===== config.mk =====
export PLATFORM = sky130hd
export DESIGN_NAME = multiply_acc
export DESIGN_NICKNAME = d
export VERILOG_FILES = /design/src/rtl/colorspace_pkg.sv /design/src/rtl/multiply_acc_step.sv /design/src/rtl/multiply_acc.sv
export SDC_FILE = /design/constraint.sdc
export NUM_CORES = 1
export LEC_CHECK = 0
export ABC_AREA = 1
export BUFFER_PORTS_ARGS = -buffer_cell sky130_fd_sc_hd__clkbuf_2
export CAP_MARGIN = 20
export CORE_ASPECT_RATIO = 1.5
export CORE_UTILIZATION = 30
export DETAILED_ROUTE_END_ITERATION = 10
export GPL_TIMING_DRIVEN = 0
export PLACE_DENSITY = 0.58
export SYNTH_ARGS = -nofsm -noshare
export SYNTH_HDL_FRONTEND = slang
export SYNTH_SLANG_ARGS = --single-unit

===== constraint.sdc =====
create_clock -name i_clk -period 1.8 [get_ports i_clk]
set_input_delay 0.27 -clock i_clk [delete_from_list [all_inputs] [get_ports i_clk]]
set_output_delay 0.27 -clock i_clk [all_outputs]
set_load 0.02 [all_outputs]

===== src/rtl/colorspace_pkg.sv =====
`default_nettype none
// ============================================================================
// Module      : colorspace_pkg
// Description : Shared types and helpers for the colorspace datapath.
//               - state_t        : FSM encoding used by the multiply_acc unit
//               - MUL_STEP_BITS  : multiplier bits consumed per RUN iteration
//               - clog2()        : ceiling log2 for constant sizing
//               - mul_latency()  : RUN cycles of multiply_acc for a width
//               Build option MULTIPLY_ACC_RADIX4_EN selects two multiplier
//               bits per iteration instead of one.
// Revision    : 1.0 - initial release
// ============================================================================
package colorspace_pkg;

   typedef enum logic [1:0] {
      IDLE = 2'd0,
      RUN  = 2'd1,
      DONE = 2'd2
   } state_t;

`ifdef MULTIPLY_ACC_RADIX4_EN
   localparam int MUL_STEP_BITS = 2;
`else
   localparam int MUL_STEP_BITS = 1;
`endif

   function automatic int clog2(input int value);
      int r;
      r = 0;
      for (int i = 0; i < 32; i++) begin
         if ((1 << i) < value) r = i + 1;
      end
      return r;
   endfunction

   // Radix-2 needs one iteration per operand bit; radix-4 needs ceil(W/2).
   function automatic int mul_latency(input int width);
      return (width + MUL_STEP_BITS - 1) / MUL_STEP_BITS;
   endfunction

endpackage
`default_nettype wire


===== src/rtl/multiply_acc_step.sv =====
`default_nettype none
// ============================================================================
// Module      : multiply_acc_step
// Description : One combinational shift-add iteration of multiply_acc.
//               Adds the selected multiple of the (pre-shifted) multiplicand
//               to the accumulator according to the low multiplier bit(s).
//               Build option MULTIPLY_ACC_RADIX4_EN: two multiplier bits,
//               adding 0, A, 2A or 3A (3A supplied precomputed).
// Ports       : i_acc      accumulator in            (2*WIDTH)
//               i_a        shifted multiplicand      (2*WIDTH)
//               i_a3       shifted 3x multiplicand   (2*WIDTH+2, radix-4 only)
//               i_b_lsb    multiplier low bit(s)     (MUL_STEP_BITS)
//               o_acc_next accumulator out           (2*WIDTH)
// Revision    : 1.0 - initial release
// ============================================================================
module multiply_acc_step
   import colorspace_pkg::*;
#(
   parameter int WIDTH = 8
) (
   input  logic [2*WIDTH-1:0]     i_acc,
   input  logic [2*WIDTH-1:0]     i_a,
`ifdef MULTIPLY_ACC_RADIX4_EN
   input  logic [2*WIDTH+1:0]     i_a3,
`endif
   input  logic [MUL_STEP_BITS-1:0] i_b_lsb,
   output logic [2*WIDTH-1:0]     o_acc_next
);

`ifdef MULTIPLY_ACC_RADIX4_EN
   // The final sum always fits in 2*WIDTH bits, so any partial term can be
   // taken modulo 2^(2*WIDTH); the two guard bits of 3A are never needed.
   logic w_unused_a3;
   assign w_unused_a3 = ^i_a3[2*WIDTH+1:2*WIDTH];

   always_comb begin
      o_acc_next = i_acc;
      case (i_b_lsb)
         2'd1:    o_acc_next = i_acc + i_a;
         2'd2:    o_acc_next = i_acc + (i_a << 1);
         2'd3:    o_acc_next = i_acc + i_a3[2*WIDTH-1:0];
         default: o_acc_next = i_acc;
      endcase
   end
`else
   assign o_acc_next = i_b_lsb[0] ? (i_acc + i_a) : i_acc;
`endif

endmodule
`default_nettype wire


===== src/rtl/multiply_acc.sv =====
`default_nettype none
// ============================================================================
// Module      : multiply_acc
// Description : Sequential unsigned multiply-accumulate, o_p = A*B + C.
//               Start/done handshake, fixed latency of mul_latency(WIDTH)
//               RUN cycles, result held until the next accept.
//               Build option MULTIPLY_ACC_RADIX4_EN halves the latency by
//               retiring two multiplier bits per cycle.
// Ports       : i_clk     clock, rising edge
//               i_nreset  asynchronous active-low reset
//               i_start   start request, accepted in IDLE or DONE
//               i_a/i_b/i_c  multiplicand / multiplier / addend (WIDTH)
//               o_busy    operation in progress
//               o_done    one-cycle pulse when o_p is updated
//               o_p       result (2*WIDTH)
// Revision    : 1.0 - initial release
// ============================================================================
module multiply_acc
   import colorspace_pkg::*;
#(
   parameter int WIDTH = 8
) (
   input  logic                 i_clk,
   input  logic                 i_nreset,
   input  logic                 i_start,
   input  logic [WIDTH-1:0]     i_a,
   input  logic [WIDTH-1:0]     i_b,
   input  logic [WIDTH-1:0]     i_c,
   output logic                 o_busy,
   output logic                 o_done,
   output logic [2*WIDTH-1:0]   o_p
);

   localparam int c_lat = mul_latency(WIDTH);
   localparam int c_cw  = clog2(WIDTH + 1);
   // Multiplier register rounded up to whole iterations (odd WIDTH in
   // radix-4 gets one zero bit on top).
   localparam int c_bw  = MUL_STEP_BITS * c_lat;
   localparam logic [c_cw-1:0] c_cnt_load = c_cw'(c_lat);
   localparam logic [c_cw-1:0] c_cnt_last = c_cw'(1);

   state_t                r_state;
   logic [2*WIDTH-1:0]    r_a;
   logic [c_bw-1:0]       r_b;
   logic [2*WIDTH-1:0]    r_acc;
   logic [c_cw-1:0]       r_cnt;
   logic [2*WIDTH-1:0]    r_p;
   logic                  r_busy;
   logic                  r_done;
`ifdef MULTIPLY_ACC_RADIX4_EN
   logic [2*WIDTH+1:0]    r_a3;
`endif

   logic [2*WIDTH-1:0]    w_acc_next;
   logic [2*WIDTH-1:0]    w_a_ext;

   assign w_a_ext = {{WIDTH{1'b0}}, i_a};

   multiply_acc_step #(
      .WIDTH (WIDTH)
   ) u_step (
      .i_acc      (r_acc),
      .i_a        (r_a),
`ifdef MULTIPLY_ACC_RADIX4_EN
      .i_a3       (r_a3),
`endif
      .i_b_lsb    (r_b[MUL_STEP_BITS-1:0]),
      .o_acc_next (w_acc_next)
   );

   always_ff @(posedge i_clk or negedge i_nreset) begin
      if (!i_nreset) begin
         r_state <= IDLE;
         r_a     <= '0;
         r_b     <= '0;
         r_acc   <= '0;
         r_cnt   <= '0;
         r_p     <= '0;
         r_busy  <= 1'b0;
         r_done  <= 1'b0;
`ifdef MULTIPLY_ACC_RADIX4_EN
         r_a3    <= '0;
`endif
      end else begin
         case (r_state)
            IDLE, DONE: begin
               r_done <= 1'b0;
               if (i_start) begin
                  r_state <= RUN;
                  r_busy  <= 1'b1;
                  r_a     <= w_a_ext;
                  r_b     <= c_bw'(i_b);
                  r_acc   <= {{WIDTH{1'b0}}, i_c};
                  r_cnt   <= c_cnt_load;
`ifdef MULTIPLY_ACC_RADIX4_EN
                  r_a3    <= ({2'b00, w_a_ext} << 1) + {2'b00, w_a_ext};
`endif
               end else begin
                  r_state <= IDLE;
               end
            end
            RUN: begin
               r_acc <= w_acc_next;
               r_a   <= r_a << MUL_STEP_BITS;
               r_b   <= r_b >> MUL_STEP_BITS;
               r_cnt <= r_cnt - 1'b1;
`ifdef MULTIPLY_ACC_RADIX4_EN
               r_a3  <= r_a3 << MUL_STEP_BITS;
`endif
               // Final iteration: publish the sum including this step.
               if (r_cnt == c_cnt_last) begin
                  r_state <= DONE;
                  r_busy  <= 1'b0;
                  r_done  <= 1'b1;
                  r_p     <= w_acc_next;
               end
            end
            default: begin
               r_state <= IDLE;
               r_busy  <= 1'b0;
               r_done  <= 1'b0;
            end
         endcase
      end
   end

   assign o_busy = r_busy;
   assign o_done = r_done;
   assign o_p    = r_p;

endmodule
`default_nettype wire


==> qor.csv <==
metric,value,unit
status,"finished, violations left",
failing checks,negative setup slack,
core area,17300,sq um
MaxCap Viol Count,0,
final hold vios,0,
Placement Cell Area,5780,sq um
layout cell share with drive strength beyond 1,0.236,
Switching Share,0.207,
largest net degree at the start of global routing,63,
Gate Count Post-Synth,716,
Starting Density,0.305,
Synth cell types,38,
relative slew slack,0.545,
startpoint types,register,
Layout Area Growth over Synthesis,24.9,%
pre-CTS setup slack,-244,ps
maximum clock insertion buffer count,2,
met1 WL,6.06,mm
H-tree depth,3,
overall routing resource usage,0.179,
met2 wire len,8.41,mm
HP Class,input pin to register,
final wirelength,15.1,mm
met3 wire len,350,um
DPL Wire Length,11.2,mm
worst slew pin tran,683,ps
CTS Buf Count,9,
antenna-violating nets left,0,
HP Start,i_a[2],
total grt overflow,0,
RSZ-0062 raised after global routing,true,
Clock Pin Slew Worst Setup and Hold Paths,60,ps
vias in the first global route,4856,
Async SR Flop Fraction,1.00,
Final Cell Area,6580,sq um
CP required,2020,ps
cell depth of the worst hold path,3,
top_reg_cell synth,dfrtp_1,
highest routing layer actually used,met4,
reg2reg path depth,10,
Setup Crit Path Kind,register to register,
Fillers,1869,
Synth warnings,0,
num rows,59,
Sink Count,91,
Final Cycle Share,1.06,
height of the die,164,um
die area,18100,sq um
Worst setup EP type,register,
drt pass-1 iters,5,
Worst Path Arrival,2130,ps
CP max stage delay,410,ps
CP max FO,3,
initial antenna violation count,0,
Syn Area/Cell,7.36,sq um
min Tclk post-route,1910,ps
io pins,45,
setup TNS,-741,ps
Die W,110,um
Comb pwr share,0.019,
mapped cell area,5270,sq um
routed len/inst,15.1,um
Skew-Pair Late Insertion Delay,360,ps
number of flops mapped to enable cells by yosys,0,
Max Clock Skew,11.3,ps
Root Buffer,clkbuf_16,
Final Wtd Congestion,0.846,
Syn Nets,761,
overall power,4340,uW
Worst R2R Setup Slack,-110,ps
cell count after placement,974,
Critical Path Slowest Stage Cell,dfrtp_1,
DRT iter0 DRCs,153,
Lkg Pwr,0.00330,uW
Pint,3440,uW
Hold EP,r_a[2],
PD cells,660,nW/um^2
first-pass GRT wire length,24.2,mm
Via density,4.79,
Reg power frac,0.471,
Final setup viols,10,
Clock power frac,0.510,
reg-to-reg endpoint,r_acc[8],
net count reported at finish,827,
"flops & latches, synth",91,
Port Buffers,44,
Peak supply drop,585,uV
Max Fclk,523,MHz
Final WS setup,-113,ps
Post-route DRC,0,
pins over their slew limit,0,
CTS tree,done,
via count,4785,
RR Startpoint,r_a[0],
ant diodes,0,
sw power,901,uW
cell breakdown of the critical path,ha_4 > fa_2 > nand3_1 > nand2_2 > nand2_1 > nand2_2 > xnor2_2 > nand2_1 > nand3_1 > o21ai_0,
register area share after synthesis,0.432,
Post-Layout Cell Count,1000,
[area by class of cell]
type                    instances  area, sq um  area share
inverters                     102          388      0.0589
clock buffers                  11          233      0.0354
multi-input cells             503         2870       0.436
plain buffers                  20          100      0.0152
clock inverters                 5          110      0.0167
flip-flops and latches         91         2280       0.347
repair buffers                 55          328      0.0498
well taps                     213          267      0.0405
[worst max-delay path by stage]
stage,startpoint,end,slack [ps],cells after the start
floorplan,r_a[0],r_acc[14],60,12
global placement,i_nreset,r_cnt[8],-840,1
detailed placement,r_a[0],o_p[6],-240,10
CTS,r_acc[0],r_acc[14],-90,12
global route,r_acc[0],o_p[14],-240,12
finish,r_a[0],r_acc[8],-110,10
[stage by stage]
| step | hold slack, ps | util |
|---|---|---|
| global placement | 440 | 0.333 |
| CTS | 124 | 0.363 |
| detailed placement | 294 | 0.335 |
| global route | 141 | 0.381 |
| finish | 128 | 0.381 |
| floorplan | -25.6 | - |
[metal layers]
metal,vias to the layer above,track usage
li1,2425,-
met4,0,0.0550
met3,23,0.0325
met2,56,0.342
met1,2281,0.196
met5,-,0
[state kept, by name (all words and copies together), names as in the netlist]
| register | cells |
|---|---|
| r_cnt | 32 |
| o_p | 16 |
| r_a | 16 |
| r_acc | 16 |
| r_b | 8 |
| r_state | 2 |
| o_busy | 1 |
[worst max-delay path: cells and delay by family, from the launching register on]
kind | cells | cell delay [ps]
xor+xnor | 1 | 130
compound gates | 1 | 70
simple gates | 6 | 600
fa+ha+maj | 2 | 570
flops | 1 | 410
[placed cells by master, fill, tap and decap left out, types with 3 or more instances in the layout]
| cell | instances |
|---|---|
| a21oi_2 | 3 |
| clkbuf_2 | 45 |
| bufinv_16 | 3 |
| inv_1 | 93 |
| ha_4 | 11 |
| nand2_1 | 213 |
| ha_1 | 4 |
| nand2_2 | 18 |
| o221ai_1 | 5 |
| nand3_2 | 11 |
| nand4_1 | 9 |
| buf_4 | 9 |
| a22oi_1 | 3 |
| clkbuf_1 | 8 |
| nor2_1 | 42 |
| buf_1 | 4 |
| dfrtp_1 | 85 |
| o21ai_0 | 33 |
| nor2_4 | 8 |
| o211ai_1 | 8 |
| o22ai_1 | 9 |
| dfrtp_2 | 6 |
| clkbuf_16 | 9 |
| nor2_2 | 17 |
| nand3_1 | 53 |
| mux2i_1 | 5 |
| a21oi_1 | 13 |
| buf_2 | 6 |
| nor4_1 | 3 |
| inv_2 | 7 |
| or2_2 | 11 |
[power by group through the flow]
stage	sequential, uW	combinational, uW	clock [uW]
detailed placement	2080	87.2	0
floorplan	2080	0.00120	0
finish	2040	84.5	2220
global placement	2080	80.1	0
CTS	2040	89.1	2270
global route	2040	96.7	2340
[what timing repair did]
item / in CTS / in global routing
buffers inserted: 5 / 4
hold buffers: 1 / 0
cloned: 0 / 0
pin swaps: 3 / 16
endpoints found under the setup margin: 49 / 45
endpoints found under the hold margin: 29 / 0
gates resized for setup: 19 / 75
[cell families (layout without fill, tap and decap cells)]
group | count (synthesis) | after routing | share of synthesized area
xor+xnor | 4 | 4 | 0.00665
mux | 5 | 5 | 0.00950
buf+inv | 122 | 193 | 0.0914
flops | 91 | 91 | 0.432
simple gates | 393 | 393 | 0.324
compound gates | 83 | 83 | 0.0917
fa+ha+maj | 18 | 18 | 0.0442
[Yosys cell counts (all sizes together) (5+ instances only)]
library cell / n / share of area
inv: 101 / 0.072
nand3: 65 / 0.065
o211ai: 8 / 0.011
a21oi: 16 / 0.015
dfrtp: 91 / 0.43
mux2i: 5 / 0.0095
or2: 11 / 0.013
nand2: 232 / 0.17
clkbuf: 8 / 0.0057
o21ai: 36 / 0.034
nand4: 9 / 0.011
nor2: 68 / 0.059
o221ai: 5 / 0.0083
buf: 12 / 0.013
ha: 17 / 0.040
o22ai: 11 / 0.013
Power figures use the tool's default switching activity.
